==> src/rtl/hazard_scoreboard.sv <==
// rtl/hazard_scoreboard.sv - scoreboard-based hazard, stall, flush and forwarding control
//
// Purpose:
//    Tracks pending long-latency register writes (loads, mul/div) in a
//    per-register busy vector. Stalls ID on RAW/WAW against pending writes
//    and when too many long ops are in flight. Selects EX/MEM/WB forwarding
//    sources. Holds IF/ID flush for FLUSH_CYC cycles after a redirect.
//    Keeps saturating stall/flush counters.
//
// Ports:
//    i_clk, i_reset             clock, async active-low reset
//    id_*                       ID-stage instruction: valid, sources, dest, long flag
//    ex_*/mem_*/wb_*            downstream producers: valid, rd, rd_wren, long flag
//    redirect                   taken branch / resolved jump in EX
//    o_en_pc/o_en_if/o_en_id    stage enables (0 = hold)
//    o_flush_if_n/o_flush_id_n  active-low synchronous clear of IF/ID registers
//    o_issue                    ID instruction advances into EX this cycle
//    forward_a/forward_b        11 EX, 10 MEM, 01 WB, 00 register file
//    o_sb_busy                  scoreboard busy bits
//    o_outstanding              long ops in flight
//    o_stall_cnt/o_flush_cnt    saturating performance counters
//    o_err                      sticky: long completion seen with nothing in flight

module hazard_scoreboard #(
   parameter int NREG      = 32,
   parameter int AW        = 5,
   parameter int MAX_OUT   = 4,
   parameter int OW        = 3,
   parameter int FLUSH_CYC = 1,
   parameter int CNT_W     = 16
) (
   input  logic             i_clk,
   input  logic             i_reset,
   input  logic             id_valid,
   input  logic [AW-1:0]    id_rs1,
   input  logic [AW-1:0]    id_rs2,
   input  logic             id_rs1_use,
   input  logic             id_rs2_use,
   input  logic [AW-1:0]    id_rd,
   input  logic             id_rd_wren,
   input  logic             id_long,
   input  logic             ex_valid,
   input  logic [AW-1:0]    ex_rd,
   input  logic             ex_rd_wren,
   input  logic             ex_long,
   input  logic             mem_valid,
   input  logic [AW-1:0]    mem_rd,
   input  logic             mem_rd_wren,
   input  logic             mem_long,
   input  logic             wb_valid,
   input  logic [AW-1:0]    wb_rd,
   input  logic             wb_rd_wren,
   input  logic             wb_long,
   input  logic             redirect,
   output logic             o_en_pc,
   output logic             o_en_if,
   output logic             o_en_id,
   output logic             o_flush_if_n,
   output logic             o_flush_id_n,
   output logic             o_issue,
   output logic [1:0]       forward_a,
   output logic [1:0]       forward_b,
   output logic [NREG-1:0]  o_sb_busy,
   output logic [OW-1:0]    o_outstanding,
   output logic [CNT_W-1:0] o_stall_cnt,
   output logic [CNT_W-1:0] o_flush_cnt,
   output logic             o_err
);

   localparam int TW = (FLUSH_CYC > 1) ? $clog2(FLUSH_CYC) : 1;

   logic [NREG-1:0]  sb;
   logic [OW-1:0]    outstanding;
   logic [TW-1:0]    flush_tmr;
   logic [CNT_W-1:0] stall_cnt;
   logic [CNT_W-1:0] flush_cnt;
   logic             err;

   logic            wb_cpl;
   logic [NREG-1:0] clr_mask;
   logic [NREG-1:0] set_mask;
   logic [NREG-1:0] busy_eff;
   logic            hz_rs1;
   logic            hz_rs2;
   logic            hz_rd;
   logic            hz_cap;
   logic            hz;
   logic            flush;
   logic            issue;
   logic            issue_long;

   // Forwarding source for one operand. A matching long op in EX or MEM
   // has no result yet, so it shadows older matches; the scoreboard stalls.
   function automatic logic [1:0] fwd_sel(
      input logic          use_rs,
      input logic [AW-1:0] rs,
      input logic          ev,
      input logic [AW-1:0] er,
      input logic          ew,
      input logic          el,
      input logic          mv,
      input logic [AW-1:0] mr,
      input logic          mw,
      input logic          ml,
      input logic          wv,
      input logic [AW-1:0] wr,
      input logic          ww
   );
      logic [1:0] sel;
      sel = 2'b00;
      if (use_rs && rs != '0) begin
         if (ev && ew && er == rs)
            sel = el ? 2'b00 : 2'b11;
         else if (mv && mw && mr == rs)
            sel = ml ? 2'b00 : 2'b10;
         else if (wv && ww && wr == rs)
            sel = 2'b01;
      end
      return sel;
   endfunction

   assign wb_cpl = wb_valid & wb_long;

   // Completing write clears its busy bit in the same cycle so the
   // dependent instruction in ID can issue with a WB forward.
   assign clr_mask = (wb_cpl && wb_rd_wren && wb_rd != '0) ? (NREG'(1) << wb_rd) : '0;
   assign busy_eff = sb & ~clr_mask;

   assign hz_rs1 = id_rs1_use & (id_rs1 != '0) & busy_eff[id_rs1];
   assign hz_rs2 = id_rs2_use & (id_rs2 != '0) & busy_eff[id_rs2];
   assign hz_rd  = id_rd_wren & (id_rd != '0) & busy_eff[id_rd];
   assign hz_cap = id_long & (outstanding == OW'(MAX_OUT)) & ~wb_cpl;
   assign hz     = id_valid & (hz_rs1 | hz_rs2 | hz_rd | hz_cap);

   assign flush      = redirect | (flush_tmr != '0);
   assign issue      = id_valid & ~hz & ~flush;
   assign issue_long = issue & id_long;

   assign set_mask = (issue_long && id_rd_wren && id_rd != '0) ? (NREG'(1) << id_rd) : '0;

   // Flush forces every stage to advance so the squashed slots drain.
   assign o_en_pc      = flush | ~hz;
   assign o_en_if      = flush | ~hz;
   assign o_en_id      = flush | ~hz;
   assign o_flush_if_n = i_reset & ~flush;
   assign o_flush_id_n = i_reset & ~flush;
   assign o_issue      = issue;

   assign forward_a = fwd_sel(id_rs1_use, id_rs1, ex_valid, ex_rd, ex_rd_wren, ex_long,
                              mem_valid, mem_rd, mem_rd_wren, mem_long,
                              wb_valid, wb_rd, wb_rd_wren);
   assign forward_b = fwd_sel(id_rs2_use, id_rs2, ex_valid, ex_rd, ex_rd_wren, ex_long,
                              mem_valid, mem_rd, mem_rd_wren, mem_long,
                              wb_valid, wb_rd, wb_rd_wren);

   assign o_sb_busy     = sb;
   assign o_outstanding = outstanding;
   assign o_stall_cnt   = stall_cnt;
   assign o_flush_cnt   = flush_cnt;
   assign o_err         = err;

   always_ff @(posedge i_clk or negedge i_reset) begin
      if (!i_reset) begin
         sb          <= '0;
         outstanding <= '0;
         flush_tmr   <= '0;
         stall_cnt   <= '0;
         flush_cnt   <= '0;
         err         <= 1'b0;
      end else begin
         // Set applied after clear so a same-index set wins.
         sb <= (sb & ~clr_mask) | set_mask;

         if (issue_long && !wb_cpl) begin
            outstanding <= outstanding + 1'b1;
         end else if (!issue_long && wb_cpl) begin
            if (outstanding == '0)
               err <= 1'b1;
            else
               outstanding <= outstanding - 1'b1;
         end

         // A new redirect restarts the window even if one is running.
         if (redirect)
            flush_tmr <= TW'(FLUSH_CYC - 1);
         else if (flush_tmr != '0)
            flush_tmr <= flush_tmr - 1'b1;

         if (hz && !flush && stall_cnt != '1)
            stall_cnt <= stall_cnt + 1'b1;
         if (flush && flush_cnt != '1)
            flush_cnt <= flush_cnt + 1'b1;
      end
   end

endmodule

==> config.mk <==
export PLATFORM = sky130hd
export DESIGN_NAME = hazard_scoreboard
export DESIGN_NICKNAME = d
export VERILOG_FILES = /design/src/rtl/hazard_scoreboard.sv
export SDC_FILE = /design/constraint.sdc
export NUM_CORES = 1
export LEC_CHECK = 0
export ABC_CLOCK_PERIOD_IN_PS = 4600
export BUFFER_PORTS_ARGS = -buffer_cell sky130_fd_sc_hd__buf_4
export CAP_MARGIN = 40
export CORE_ASPECT_RATIO = 1.4
export CORE_MARGIN = 5
export CORE_UTILIZATION = 23
export DETAILED_ROUTE_END_ITERATION = 6
export GPL_ROUTABILITY_DRIVEN = 0
export HOLD_SLACK_MARGIN = 0.05
export PLACE_DENSITY = 0.46
export SYNTH_ARGS = -nofsm -noshare
export SYNTH_HDL_FRONTEND = slang
export SYNTH_SLANG_ARGS = --single-unit
export TNS_END_PERCENT = 5
==> constraint.sdc <==
create_clock -name i_clk -period 4.6 [get_ports i_clk]
set_input_delay 0.92 -clock i_clk [delete_from_list [all_inputs] [get_ports i_clk]]
set_output_delay 0.92 -clock i_clk [all_outputs]
set_load 0.01 [all_outputs]
==> impl_metrics.py, run 1 <==
metrics = {
    "run_status": {
        "outcome": "finished clean",
    },
    "drt": {
        "wire_per_inst_um": 20.9,
        "ant_nets": 0,
        "dr.pass1.iters": 5,
        "first_iter_violations": 264,
        "via_count": 4657,
        "wirelength_um": 18500,
        "drc": 0,
        "viasPerCell": 5.24,
    },
    "die": {
        "die_x_um": 133,
        "dieArea_um2": 24400,
        "start_util_pct": 23.2,
        "io_pins": 125,
        "fp.dieH_um": 183,
        "num_rows": 63,
        "core_um2": 21100,
    },
    "yosys": {
        "synthTopCellsByArea": "dfrtp_1, xor2_1, o21ai_1",
        "yosysTopAreaCell": "dfrtp_1",
        "synth_top_area_share_pct": 34.7,
        "synth_seq_cells": 68,
        "yosysWarningCount": 0,
        "ys_top_cells_by_count": "dfrtp_1, o21ai_1, xor2_1",
        "ys.flop_type": "dfrtp_1",
        "ys_seq_area_share_pct": 34.7,
        "synthCells": 511,
        "avgSynthCellArea_um2": 9.59,
        "synth_cell_type_count": 74,
        "async_reset_ff_share_pct": 100,
        "syn_nets": 561,
        "syn_area_um2": 4900,
        "synth_edf_count": 0,
        "synth_most_common_cell": "dfrtp_1",
    },
    "clock_network": {
        "cts_resized": 0,
        "cts_buffer_depth": 2,
        "postCtsHoldBufs": 0,
        "cts-htree-levels": 3,
        "cts_root_buf": "clkbuf_16",
        "clkTransAtPathRegs_ps": 60,
        "postCtsSetupBuffers": 0,
        "clk_latency_ps": 340,
        "clock_sinks": 68,
        "cts-buffers-inserted": 9,
        "cts_tree": "yes",
    },
    "timing": {
        "setup-tns-final_ps": 0,
        "max_freq_mhz": 229,
        "period_needed_ps": 4360,
        "hold_violations": 0,
        "slew_headroom_pct": 62.6,
        "period_share_pct": 94.8,
        "clock_skew_ps": 7.08,
        "setup_viol": 0,
        "tightestPinTransition_ps": 559,
        "rsz0062_at_grt": "false",
        "slew_viol_final": 0,
    },
    "placed_design": {
        "placed_area_um2": 6070,
        "dp.cells": 872,
        "io_buffers": 124,
        "dp_hpwl_um": 14400,
    },
    "layout": {
        "areaGrowthSynthToFinish_pct": 30.2,
        "drive_above_1_share_pct": 30.3,
        "fillers": 2216,
        "finalNonFillerCells": 888,
        "stdcell_area_um2": 6380,
        "diodes": 0,
        "fin_nets": 673,
    },
    "pwr": {
        "ir_worst_vdd_mv": 0.192,
        "fin_total_pwr_mw": 2.11,
        "leakage_nw": 2.77,
        "power_density_nw_per_um2": 331,
    },
    "critical_path": {
        "crit_arrival_ps": 3440,
        "crit_slowest_cell": "a2111oi_2",
        "cp_max_fo": 9,
        "worstPathCellList": "buf_4 > nand4b_2 > o21ai_1 > mux4_2 > mux2i_1 > a2111oi_2 > o22ai_2 > o21ai_1 > buf_4",
        "path_class": "primary input to output port",
        "endpoint_kind": "output port",
        "critPathMaxStageDelay_ps": 430,
        "required_ps": 3680,
        "start_kind": "primary input",
    },
    "global_route": {
        "grt-ovfl-total": 0,
        "grt_pass1_vias": 5037,
        "antenna_found_initial": 0,
        "grt_use_total_pct": 15.1,
        "grt_pass1_wl_um": 28600,
        "grt_max_degree": 43,
    },
    "run": {
        "cap_violations": 0,
    },
    "hold_path": {
        "hp-class": "flip-flop to flip-flop",
    },
}
critical path: cells and delay by family:
family | cells | cell delay, ps
compound gates | 4 | 1360
buf+inv | 2 | 330
mux | 2 | 400
simple gates | 1 | 420
kinds of logic (layout without fill, tap and decap cells):
| logic type | Yosys count | count (layout) | share of synthesized area, % |
|---|---|---|---|
| AND/OR/NAND/NOR | 188 | 188 | 24.6 |
| AO/OA/AOI/OAI | 123 | 123 | 17.0 |
| flip-flops | 68 | 68 | 34.7 |
| XOR/XNOR | 61 | 61 | 10.9 |
| buffers and inverters | 42 | 159 | 4.32 |
| multiplexers | 26 | 26 | 7.53 |
| adder cells (fa/ha/maj) | 3 | 3 | 0.919 |
flip-flops by register name, summed over array words and instances, names as in the netlist:
| register | flops |
|---|---|
| o_outstanding | 3 |
| o_sb_busy | 32 |
| o_stall_cnt | 16 |
| o_flush_cnt | 16 |
| o_err | 1 |
placed cells by master, fill, tap and decap left out, drive strengths merged, types with 11 or more instances in the layout:
cell / n
a21oi: 13
buf: 132
clkbuf: 11
dfrtp: 68
mux2i: 11
nand2: 35
nand3: 23
nand4: 15
nor2: 29
nor4: 16
o21ai: 64
xnor2: 22
xor2: 39
path summary, 6_finish.rpt:
check | startpoint | endpoint | slack [ps] | cells after the start
max in group asynchronous | i_reset | o_sb_busy[1] | 3460 | 3
min in group asynchronous | i_reset | o_stall_cnt[7] | 590 | 2
max | wb_rd[4] | o_en_if | 240 | 9
max reg2reg | o_sb_busy[23] | o_outstanding[2] | 1530 | 12
min reg2reg | o_err | o_err | 490 | 1
min | o_err | o_err | 490 | 1
metrics by stage:
stage / util, % / hold slack [ps] / worst slack (ps)
global route: 30.2 / 514 / 65.4
floorplan: - / 506 / 592
finish: 30.2 / 486 / 237
global placement: 28.6 / 461 / 338
CTS: 30.2 / 500 / 209
detailed placement: 28.7 / 475 / 211
power breakdown:
part           total [mW]  switching, mW  leakage, nW  internal, mW
combinational       0.600          0.315         1.71         0.285
clock               0.724          0.274        0.148         0.450
sequential          0.786          0.107        0.911         0.679
cell type report:
class	count	area, µm²	share of cell area [%]
multi-input cells	401	2990	46.8
flip-flops and latches	68	1700	26.7
repair buffers	132	1010	15.9
well taps	260	325	5.10
clock buffers	11	253	3.96
clock inverters	5	58.8	0.922
inverters	11	41.3	0.647
layer usage:
metal / GRT usage, % / vias up / share of wire [%]
met2: 27.0 / 206 / 51
met1: 16.3 / 2278 / 37
li1: - / 2127 / -
met3: 3.53 / 46 / 6.5
met5: 0 / - / 0
met4: 8.15 / 0 / 4.6
Note: power is estimated with default switching activity, not from simulation.
==> inputs of run 2 (changes only) <==
CTS_BUF_LIST = sky130_fd_sc_hd__clkbuf_16   (was not set)
==> impl_metrics.py, run 2 (synthesis gave the netlist of run 1 again) <==
metrics = {
    "drt": {
        "first_iter_violations": 289,
        "via_count": 4684,
        "ant_nets": 0,
        "wirelength_um": 18500,
        "wire_per_inst_um": 20.8,
        "viasPerCell": 5.27,
        "dr.pass1.iters": 5,
        "drc": 0,
    },
    "layout": {
        "drive_above_1_share_pct": 29.9,
        "mostFrequentLayoutCells": "buf_4, dfrtp_1, o21ai_1, xor2_1, nand2_1",
        "regArea_um2": 1700,
        "fillers": 2222,
        "areaGrowthSynthToFinish_pct": 29.7,
        "largest_register_ffs": 32,
        "diodes": 0,
        "fin_nets": 673,
        "final_common_cell": "buf_4",
        "multiInputGateArea_um2": 2990,
    },
    "critical_path": {
        "worstPathCellList": "buf_4 > nand4b_2 > o21ai_1 > mux4_2 > mux2i_1 > a2111oi_2 > o22ai_2 > o21ai_1 > buf_4",
        "cp_num_buf_inv": 2,
        "crit_slowest_cell": "a2111oi_2",
        "crit_cells": 9,
        "cp_max_fo": 9,
        "endpoint_kind": "output port",
        "crit_arrival_ps": 3460,
        "critPathTopFamily": "compound AO/OA/AOI/OAI gates",
        "r2r_cells": 12,
        "required_ps": 3680,
        "start_kind": "primary input",
        "path_class": "primary input to output port",
        "critPathMaxStageDelay_ps": 430,
    },
    "run_status": {
        "outcome": "finished clean",
    },
    "timing": {
        "max_freq_mhz": 229,
        "setup-tns-final_ps": 0,
        "period_share_pct": 95.1,
        "tightestPinTransition_ps": 558,
        "setup_viol": 0,
        "fin_ws_ps": 224,
        "clock_skew_ps": 7.08,
        "period_needed_ps": 4380,
        "rsz0062_at_grt": "false",
        "hold_violations": 0,
        "slew_headroom_pct": 62.7,
        "slew_viol_final": 0,
    },
    "pwr": {
        "power_density_nw_per_um2": 326,
        "leakage_nw": 2.76,
        "ir_worst_vdd_mv": 0.191,
    },
    "global_route": {
        "grt_pass1_vias": 5032,
        "grt_max_degree": 43,
        "antenna_found_initial": 0,
        "grt_pass1_wl_um": 28600,
        "grt-ovfl-total": 0,
        "grt_use_total_pct": 15.1,
    },
    "die": {
        "core_um2": 21100,
        "num_rows": 63,
        "io_pins": 125,
        "fp.dieH_um": 183,
        "dieArea_um2": 24400,
        "start_util_pct": 23.2,
        "die_x_um": 133,
    },
    "clock_network": {
        "postCtsSetupBuffers": 0,
        "clock_sinks": 68,
        "clkTransAtPathRegs_ps": 60,
        "cts_resized": 0,
        "cts_buffer_depth": 2,
        "cts_root_buf": "clkbuf_16",
        "cts_tree": "yes",
        "postCtsHoldBufs": 0,
        "clk_latency_ps": 340,
        "cts-htree-levels": 3,
        "cts-buffers-inserted": 9,
    },
    "hold_path": {
        "holdPathStages": 1,
        "hp-class": "flip-flop to flip-flop",
    },
    "placed_design": {
        "io_buffers": 124,
        "post-place-ws_ps": 211,
        "dp_hpwl_um": 14400,
    },
    "run": {
        "cap_violations": 0,
    },
}
-- run 2: changes by cell type in the layout (fill, tap and decap cells not counted) --
cell / before / now
clkinv_1: 2 / 4
clkbuf_8: 2 / 0
-- run 2: layout make-up --
cell class | count | share of cell area (%)
repair buffers | 132 | 15.9
clock inverters | 7 | 1.04
multi-input cells | 401 | 47.0
inverters | 11 | 0.649
well taps | 260 | 5.12
clock buffers | 9 | 3.54
flip-flops and latches | 68 | 26.8
-- run 2: path summary, 6_finish.rpt --
check,start,endpoint,slack [ps]
max,wb_rd[4],o_en_if,220
min,o_err,o_err,490
max reg2reg,o_sb_busy[23],o_outstanding[2],1530
min reg2reg,o_err,o_err,490
max in group asynchronous,i_reset,o_sb_busy[1],3450
min in group asynchronous,i_reset,o_stall_cnt[7],590
-- run 2: power by group --
group | switching (mW) | leakage, nW | internal, mW
registers | 0.106 | 0.911 | 0.679
logic | 0.315 | 1.71 | 0.285
clock network | 0.270 | 0.137 | 0.417
-- run 2: layer usage --
layer / up-vias / wire, µm / global-route usage [%] / share of wire [%]
met1: 2276 / 6920 / 16.3 / 37
met3: 54 / 1220 / 3.53 / 6.6
met2: 226 / 9530 / 27.0 / 51
met5: - / 0 / 0 / 0
li1: 2128 / - / - / -
met4: 0 / 843 / 8.11 / 4.6
-- run 2: metrics by stage --
step / power, mW / hold WS [ps] / area [µm²] / utilization [%] / instances
after floorplan: 1.11 / 506 / 4900 / - / 511
after CTS: 2.10 / 500 / 6360 / 30.1 / 888
after global placement: 1.39 / 461 / 6040 / 28.6 / 871
after detailed placement: 1.40 / 475 / 6070 / 28.7 / 872
after global routing: 2.20 / 514 / 6360 / 30.1 / 888
final: 2.07 / 486 / 6360 / 30.1 / 888
